<file path="src/rtl/serial_addsub.sv">
// serial_addsub: digit-serial adder/subtractor.
// Operands are captured on an accepted start, then DIGIT bits are summed per clock,
// LSB first, through a single carry register. The final sum, carry-out and signed
// overflow are registered on the last digit and flagged with a one-cycle done pulse.
//
// state | meaning
// IDLE  | waiting for start; outputs hold the last result
// RUN   | one digit summed per clock, count = digits already processed
// DONE  | result just registered, done high for this cycle; start accepted here too
module serial_addsub #(
  parameter int WIDTH = 8,
  parameter int DIGIT = 1
) (
  input  logic             clk,
  input  logic             rst,
  input  logic             start,
  input  logic [WIDTH-1:0] a,
  input  logic [WIDTH-1:0] b,
  input  logic             cin,
  input  logic             sub,
  output logic             busy,
  output logic             done,
  output logic [WIDTH-1:0] sum,
  output logic             cout,
  output logic             ovf
);

  if ((WIDTH < 2) || (DIGIT < 1) || ((WIDTH % DIGIT) != 0)) begin : g_bad_params
    $error("serial_addsub: WIDTH must be >= 2 and an integer multiple of DIGIT");
  end

  localparam int N  = WIDTH / DIGIT;
  localparam int CW = (N > 1) ? $clog2(N) : 1;

  typedef enum logic [1:0] {
    IDLE = 2'd0,
    RUN  = 2'd1,
    DONE = 2'd2
  } state_t;

  state_t           state;
  state_t           state_nxt;
  logic [WIDTH-1:0] a_sh;
  logic [WIDTH-1:0] b_sh;
  logic [WIDTH-1:0] acc;
  logic [WIDTH-1:0] acc_nxt;
  logic [CW-1:0]    count;
  logic             carry;
  logic             a_msb;
  logic             b_msb;
  logic [DIGIT:0]   dsum;
  logic             accept;
  logic             last;
  logic [WIDTH-1:0] sum_q;
  logic             cout_q;
  logic             ovf_q;

  assign accept = start && (state != RUN);
  assign last   = (state == RUN) && (count == CW'(N - 1));

  // One digit of a + b_eff + carry; the digit result enters the accumulator from the top
  // so that after N digits the first digit sits at the LSB.
  assign dsum    = {1'b0, a_sh[DIGIT-1:0]} + {1'b0, b_sh[DIGIT-1:0]} + (DIGIT + 1)'(carry);
  assign acc_nxt = WIDTH'({dsum[DIGIT-1:0], acc} >> DIGIT);

  // State register.
  always_ff @(posedge clk) begin
    if (rst) begin
      state <= IDLE;
    end else begin
      state <= state_nxt;
    end
  end

  // Next-state logic; a start in DONE chains straight into the next operation.
  always_comb begin
    state_nxt = state;
    case (state)
      IDLE:    if (start) state_nxt = RUN;
      RUN:     if (last) state_nxt = DONE;
      DONE:    state_nxt = start ? RUN : IDLE;
      default: state_nxt = IDLE;
    endcase
  end

  // Operand capture, per-digit datapath and result registers.
  always_ff @(posedge clk) begin
    if (rst) begin
      a_sh   <= '0;
      b_sh   <= '0;
      acc    <= '0;
      count  <= '0;
      carry  <= 1'b0;
      a_msb  <= 1'b0;
      b_msb  <= 1'b0;
      sum_q  <= '0;
      cout_q <= 1'b0;
      ovf_q  <= 1'b0;
    end else if (accept) begin
      a_sh  <= a;
      b_sh  <= sub ? ~b : b;
      acc   <= '0;
      count <= '0;
      carry <= sub ? 1'b1 : cin;
      a_msb <= a[WIDTH-1];
      b_msb <= sub ? ~b[WIDTH-1] : b[WIDTH-1];
    end else if (state == RUN) begin
      a_sh  <= a_sh >> DIGIT;
      b_sh  <= b_sh >> DIGIT;
      acc   <= acc_nxt;
      count <= count + CW'(1);
      carry <= dsum[DIGIT];
      if (last) begin
        sum_q  <= acc_nxt;
        cout_q <= dsum[DIGIT];
        ovf_q  <= (a_msb == b_msb) && (acc_nxt[WIDTH-1] != a_msb);
      end
    end
  end

  assign busy = (state == RUN);
  assign done = (state == DONE);
  assign sum  = sum_q;
  assign cout = cout_q;
  assign ovf  = ovf_q;

endmodule
</file>
<file path="config.mk">
export PLATFORM = sky130hd
export DESIGN_NAME = serial_addsub
export DESIGN_NICKNAME = d
export VERILOG_FILES = /design/src/rtl/serial_addsub.sv
export SDC_FILE = /design/constraint.sdc
export NUM_CORES = 1
export LEC_CHECK = 0
export BUFFER_PORTS_ARGS = -buffer_cell sky130_fd_sc_hd__buf_2
export CORE_MARGIN = 3
export CORE_UTILIZATION = 40
export CTS_CLUSTER_SIZE = 24
export DETAILED_ROUTE_END_ITERATION = 8
export PLACE_DENSITY = 0.59
export SYNTH_ARGS = -nofsm -noshare
export SYNTH_HDL_FRONTEND = slang
export SYNTH_SLANG_ARGS = --single-unit
</file>
<file path="constraint.sdc">
create_clock -name clk -period 1.6 [get_ports clk]
set_input_delay 0.08 -clock clk [delete_from_list [all_inputs] [get_ports clk]]
set_output_delay 0.08 -clock clk [all_outputs]
set_load 0.005 [all_outputs]
</file>
Word-level counts from Yosys, hierarchy flattened
Index checks and enable logic that the tools add are counted.

Bits in registers: 42. Bits of input ports: 21. Output and inout bits: 12. Word-level logic and storage cells: 46.

$add $sub $neg: 3. Equal/unequal tests: 8. Multiplexer cells: 13. Bitwise logic cells: 3. Reduce and logical (&&, ||, !) cells: 8.

Operators with widths (number): $mux 8 (5); $not 8->8 (1); $pmux 2 s3 (1); $mux 1 (5); $mux 2 (2); $ne 2x1->1 const B (2); $add 3x1->3 const B (1); $eq 3x3->1 const B (1); $logic_and 1x1->1 (3); $reduce_and 3->1 (1); $add 1x1->2 (1); $add 2x1->2 (1); $eq 2x1->1 const B (1); $eq 2x2->1 const B (1); $logic_not 2->1 (1); $ne 2x2->1 const B (1); $not 1->1 (2); $reduce_and 2->1 (1); $reduce_bool 2->1 (1); $reduce_or 2->1 (1); $eq 1x1->1 (1); $ne 1x1->1 (1).

Depth between registers and ports, before layout
Gate-level depths: netlist of the first run.

Word-level depth: 4. Mapped depth: 6. Gate-level depth less buffers: 5.

Least setup slack after synthesis of the first run
OpenSTA, ideal clock, no wires.

Path type: reg-to-reg. Start: register a_sh[0]. End: register ovf_q (netlist: ovf). Setup time: 0.127 ns. Arrival time: 1.258 ns. Required time: 1.473 ns. Slack: 0.215 ns. Stages on the path, launching flop included: 5. Path buffers: 0. Period minus slack after synthesis: 1.385 ns. Path through: dfxtp_1 fa_1 and3b_1 nor3_1 nor3_1.

Longest elaborated chain between the ends: 4.

RTL lines: from (decl) (RTL line 43) `logic [WIDTH-1:0] a_sh;`; from (signal assigned) (RTL line 108) `a_sh <= a_sh >> DIGIT;`; $add 1x1->2 (RTL line 63) `assign dsum = {1'b0, a_sh[DIGIT-1:0]} + {1'b0, b_sh[DIGIT-1:0]} + (DIGIT + 1)'(carry);`; $add 2x1->2 (RTL line 63); named net dsum[0] (RTL line 51) `logic [DIGIT:0] dsum;`; $ne 1x1->1 (RTL line 116) `ovf_q <= (a_msb == b_msb) && (acc_nxt[WIDTH-1] != a_msb);`; $logic_and 1x1->1 (RTL line 116); to (signal assigned) (RTL line 116); to (decl) (RTL line 56) `logic ovf_q;`.

The timed path passes the listed nets, and every way through them passes these cells. A chain may end at the register's enable or synchronous reset.

Worst setup path in the final report of the first run
Ends and elaborated chain as after synthesis.

==> results.cfg, run 1 <==
[finish]
seqCellArea_um2 = 821
fin_nets = 253
fillCellCount = 440
drive_gt1_share_pct = 29.6
fin_cells = 282
multi_input_area_um2 = 898
post-route-util_pct = 47.7
n_antenna_cell = 0
synthToLayoutAreaGrowth_pct = 13.6

[global_routing]
grt_max_degree = 31
met2_usage_pct = 21.0
top_usage_layer = met2
grt_pass1_wl_um = 6110
overflow = 0
grt_pass1_vias = 1307
antenna_found_initial = 0
grtUsageMet1_pct = 20.1
grt_usage_pct = 14.3
grtUsageMet3_pct = 3.51

[timing]
worst_pin_slew_ns = 0.641
setup_tns_ns = 0
period_needed_ns = 1.45
fmax_mhz = 690
slew_viol_final = 0
finalSetupViolCount = 0
rsz0062_at_grt = false
skew_ns = 0.00732
fin_crit_sh_pct = 90.6
slew_headroom_pct = 57.3
finalHoldViolCount = 0
hold_ws_ns = 0.0605

[place]
placed_cells = 274
io_buffers = 32
hpwl_um = 2420
place_congestion = 0.716

[worst_setup_path]
crit_required_ns = 1.77
path_class = register to register
slowest_delay_ns = 0.59
cp_max_fo = 4
crit_chain = fa_1 > and3b_1 > nor3_1 > nor3_1
path_common_cell = nor3_1
cp_slowest_cell = fa_1
crit_path_start_kind = register
arrival_ns = 1.62
end_kind = register

[logic_synthesis]
synth_top_area_share_pct = 44.3
synth.most_common_cell = dfxtp_1
synthFlopType = dfxtp_1
synth_edf_count = 0
yosys-top-cells-area = dfxtp_1 (44%), nand2_1 (6.9%), a21oi_1 (5.7%)
ys_types = 35
syn-instance-count = 200
synth_top_cell_by_area = dfxtp_1
ys_seq_elements = 41
netlist_area_um2 = 1850
syn-mean-instance-area_um2 = 9.27
synth_commonest_cells = dfxtp_1 (41), nand2_1 (34), a21oi_1 (21)
yosys_warnings = 0
async_flop_share_pct = 0
syn_nets = 224
yosysSeqAreaShare_pct = 44.3

[routing]
routed_wirelength_um = 3570
drcViolationCount = 0
vias = 1448
antenna_left = 0
post_drt_wl_per_cell_um = 12.7
drtIter0Drc = 92
avgViaCountPerCell = 5.13
drt_pre_antenna_iters = 4

[flow_run]
max_cap_viol_count = 0

[floorplanning]
start_util_pct = 42.0
rows = 24
core-area_um2 = 4410
dieArea_um2 = 5490
die_w_um = 74.1
die_h_um = 74.1
boundaryPins = 33

[cts]
worstSkewPairLatency_ns = 0.29
cts_resized = 0
path_clk_slew_ns = 0.08
hold_buffers = 0
root_buffer = clkbuf_8
cts_setup_buffers = 0
cts-buffers-inserted = 5
cts_tree = built
htree_levels = 2
cts_sinks = 41
clock_path_buffers = 2

[power_and_ir_drop]
p_per_area_nw_per_um2 = 1010
p_leak_nw = 0.864
vdd_drop_max_mv = 0.438

[hold_path]
hp-class = primary input to register

[outcome]
outcome = finished clean
## metal layers
metal / vias up / wire [um]
met5: - / 0
met4: 0 / 53
met3: 4 / 200
met2: 34 / 1550
met1: 673 / 1770
li1: 737 / -
## critical path: cells and delay by family, from the launching register on
family,cells,cell delay [ns]
fa+ha+maj,1,0.59
flops,1,0.34
simple gates,3,0.41
## logic make-up (layout without fill, tap and decap cells)
family / Yosys count / count (layout) / synth area share (%)
buf+inv: 19 / 49 / 7.29
mux: 9 / 9 / 4.86
flops: 41 / 41 / 44.3
compound gates: 48 / 48 / 20.2
xor+xnor: 9 / 9 / 4.25
simple gates: 71 / 71 / 16.7
fa+ha+maj: 3 / 3 / 2.43
## stage by stage
| stage | total power, W | worst slack [ns] | cell area [um^2] |
|---|---|---|---|
| after global routing | 0.00223 | 0.0885 | 2110 |
| after floorplan | 0.00136 | 0.215 | 1850 |
| after global placement | 0.00141 | 0.177 | 2010 |
| after detailed placement | 0.00141 | 0.164 | 2010 |
| after CTS | 0.00215 | 0.149 | 2110 |
| final | 0.00212 | 0.150 | 2110 |
## worst paths after layout
path / endpoint / startpoint / depth (start not counted) / slack [ns]
setup / recovery: ovf / a_sh[0] / 4 / 0.15
hold / removal: a_msb / a[7] / 3 / 0.06
setup reg to reg: ovf / a_sh[0] / 4 / 0.15
hold reg to reg: sum[5] / sum[5] / 2 / 0.45
## flip-flops by register name, indices dropped and copies added (netlist names)
signal and count:
state 2, carry 1, acc 7, a_msb 1, b_sh 8, sum 8
ovf 1, b_msb 1, a_sh 8, count 3, cout 1
## cell type report
cell class / count / area share [%]
Sequential cell: 41 / 39.0
Tap cell: 52 / 3.09
Inverter: 2 / 0.416
Clock inverter: 1 / 0.238
Clock buffer: 7 / 4.57
Timing Repair Buffer: 39 / 10.1
Multi-Input combinational cell: 140 / 42.6
## power breakdown
part           switching (W)  internal [W]  leakage [nW]
Combinational       0.000159      0.000129         0.475
Sequential         0.0000288       0.00107         0.335
Clock               0.000346      0.000390        0.0542
## cells in the final DEF, fill, tap and decap left out
cell type	count
dfxtp_1	41
nand2_1	34
buf_2	32
a21oi_1	21
nor2_1	19
xnor2_1	9
mux2i_1	9
nand3_1	9
a211o_1	7
a21oi_2	7
a211oi_2	7
clkbuf_8	7
buf_4	7
clkinv_2	2
nor3_1	2
ha_1	2
nand2b_2	1
nor2b_1	1
a21o_1	1
inv_2	1
o22a_1	1
nand3b_1	1
nor3_2	1
a2111oi_2	1
or2_2	1
o311ai_1	1
o21ai_0	1
a311oi_2	1
and3b_1	1
nor3b_1	1
fa_1	1
(Power assumes the default switching activity.)
==> run 2: changes to the inputs <==
- BUFFER_PORTS_ARGS: -buffer_cell sky130_fd_sc_hd__buf_2 -> default
- DONT_BUFFER_PORTS: default -> 1
- PLACE_DENSITY: 0.59 -> 0.53
==> run 2 against run 1 <==
  * Worst setup slack worse by 0.019 ns
  * Die area is the same
  * Non-clock buffer count decreased by 29
  * Final cell count is 10% lower
  * Via count shrank 5.7%
  * Sequential power about the same
  * Combinational power fell by 9.7%
  * First-iteration DRC count shrank 46%
  * Total power increased by 2.6%
  * Flip-flop and latch count unchanged
  * Clock skew shrank 0.0023 ns
  * Critical path type unchanged
  * Critical endpoint unchanged
==> results.cfg, run 2 (same netlist as run 1, synthesis figures left out) <==
[finish]
n_antenna_cell = 0
final_common_cell = dfxtp_1
post-route-util_pct = 45.3
multi_input_area_um2 = 898
fillCellCount = 431
fin_nets = 224
postLayoutCellArea_um2 = 2000
drive_gt1_share_pct = 17.4
seqCellArea_um2 = 821
final_cell_mix = dfxtp_1 (41), nand2_1 (34), a21oi_1 (21)
synthToLayoutAreaGrowth_pct = 7.89

[global_routing]
overflow = 0
grt_pass1_wl_um = 6060
grt_pass1_vias = 1327
antenna_found_initial = 0
grt_max_degree = 37
grt_usage_pct = 14.3

[worst_setup_path]
cp_max_fo = 4
crit_required_ns = 1.78
end_kind = register
arrival_ns = 1.65
path_class = register to register
reg2reg_slack_ns = 0.13
crit_path_start_kind = register

[power_and_ir_drop]
power.internal_w = 0.00166
p_leak_nw = 0.739
p_total_w = 0.00218
p_sw_share_pct = 23.8
clock_power_share_pct = 37.6
power_frac_seq_pct = 50.4
switching_power_w = 0.000519
combinationalPowerShare_pct = 11.9
p_per_area_nw_per_um2 = 1090
vdd_drop_max_mv = 0.497

[cts]
cts-buffers-inserted = 5
clock_path_buffers = 2
cts_tree = built
worstSkewPairLatency_ns = 0.29
path_clk_slew_ns = 0.08
cts_setup_buffers = 0
root_buffer = clkbuf_8
cts_sinks = 41
htree_levels = 2

[routing]
routed_wirelength_um = 3710
post_drt_wl_per_cell_um = 14.7
drt_pre_antenna_iters = 4
antenna_left = 0
vias = 1366
drtIter0Drc = 50
drcViolationCount = 0
avgViaCountPerCell = 5.40

[outcome]
outcome = finished clean

[floorplanning]
die_h_um = 74.1
core-area_um2 = 4410
boundaryPins = 33
start_util_pct = 42.0
dieArea_um2 = 5490
rows = 24
die_w_um = 74.1

[place]
placed_cell_area_um2 = 1840
io_buffers = 0
hpwl_um = 2420
place_congestion = 0.670

[timing]
worst_pin_slew_ns = 0.467
period_needed_ns = 1.47
setup_tns_ns = 0
finalSetupViolCount = 0
skew_ns = 0.00500
slew_viol_final = 0
fmax_mhz = 681
slew_headroom_pct = 68.8
finalHoldViolCount = 0
hold_ws_ns = 0.00919
rsz0062_at_grt = false
fin_crit_sh_pct = 91.8

[hold_path]
hp-class = primary input to register

[flow_run]
max_cap_viol_count = 0
## run 2: metrics by stage
stage	setup slack, ns	instances
floorplan	0.215	200
global placement	0.194	241
detailed placement	0.139	241
CTS	0.0536	253
global route	0.0448	253
finish	0.131	253
## run 2: cell type report
class | instances | share of cell area (%)
multi-input cells | 140 | 44.9
flip-flops and latches | 41 | 41.0
repair buffers | 10 | 4.75
clock buffers | 6 | 3.63
well taps | 52 | 3.25
clock inverters | 2 | 1.94
inverters | 2 | 0.500
## run 2: repair_timing
action / in CTS / in global routing
setup endpoints to repair: 0 / 1
hold buffers: 4 / 0
resized for setup: 0 / 1
endpoints found under the hold margin: 31 / 0
## run 2: worst paths after layout
check,startpoint,to,cells after the start
hold / removal,start,b_sh[6],2
hold reg to reg,acc[1],acc[1],2
setup / recovery,a_sh[0],ovf,4
setup reg to reg,a_sh[0],ovf,4
## run 2: routing by layer
| layer | wire, um | vias to the layer above | GRT usage [%] |
|---|---|---|---|
| met4 | 24 | 0 | 4.83 |
| li1 | - | 683 | - |
| met2 | 1820 | 23 | 23.4 |
| met5 | 0 | - | 0 |
| met3 | 164 | 4 | 5.00 |
| met1 | 1700 | 656 | 17.6 |
## run 2: critical path, cell delays in order, from the launching register on
cell     delay [ns]
dfxtp_1        0.34
fa_1           0.59
and3b_1        0.18
nor3_1         0.18
nor3_1         0.07
## run 2: power by group through the flow
stage	clock network, W	registers [W]	logic, W
global placement	0	0.00112	0.000223
floorplan	0	0.00111	0.000247
finish	0.000819	0.00110	0.000260
global route	0.000887	0.00110	0.000289
detailed placement	0	0.00112	0.000230
CTS	0.000841	0.00110	0.000262
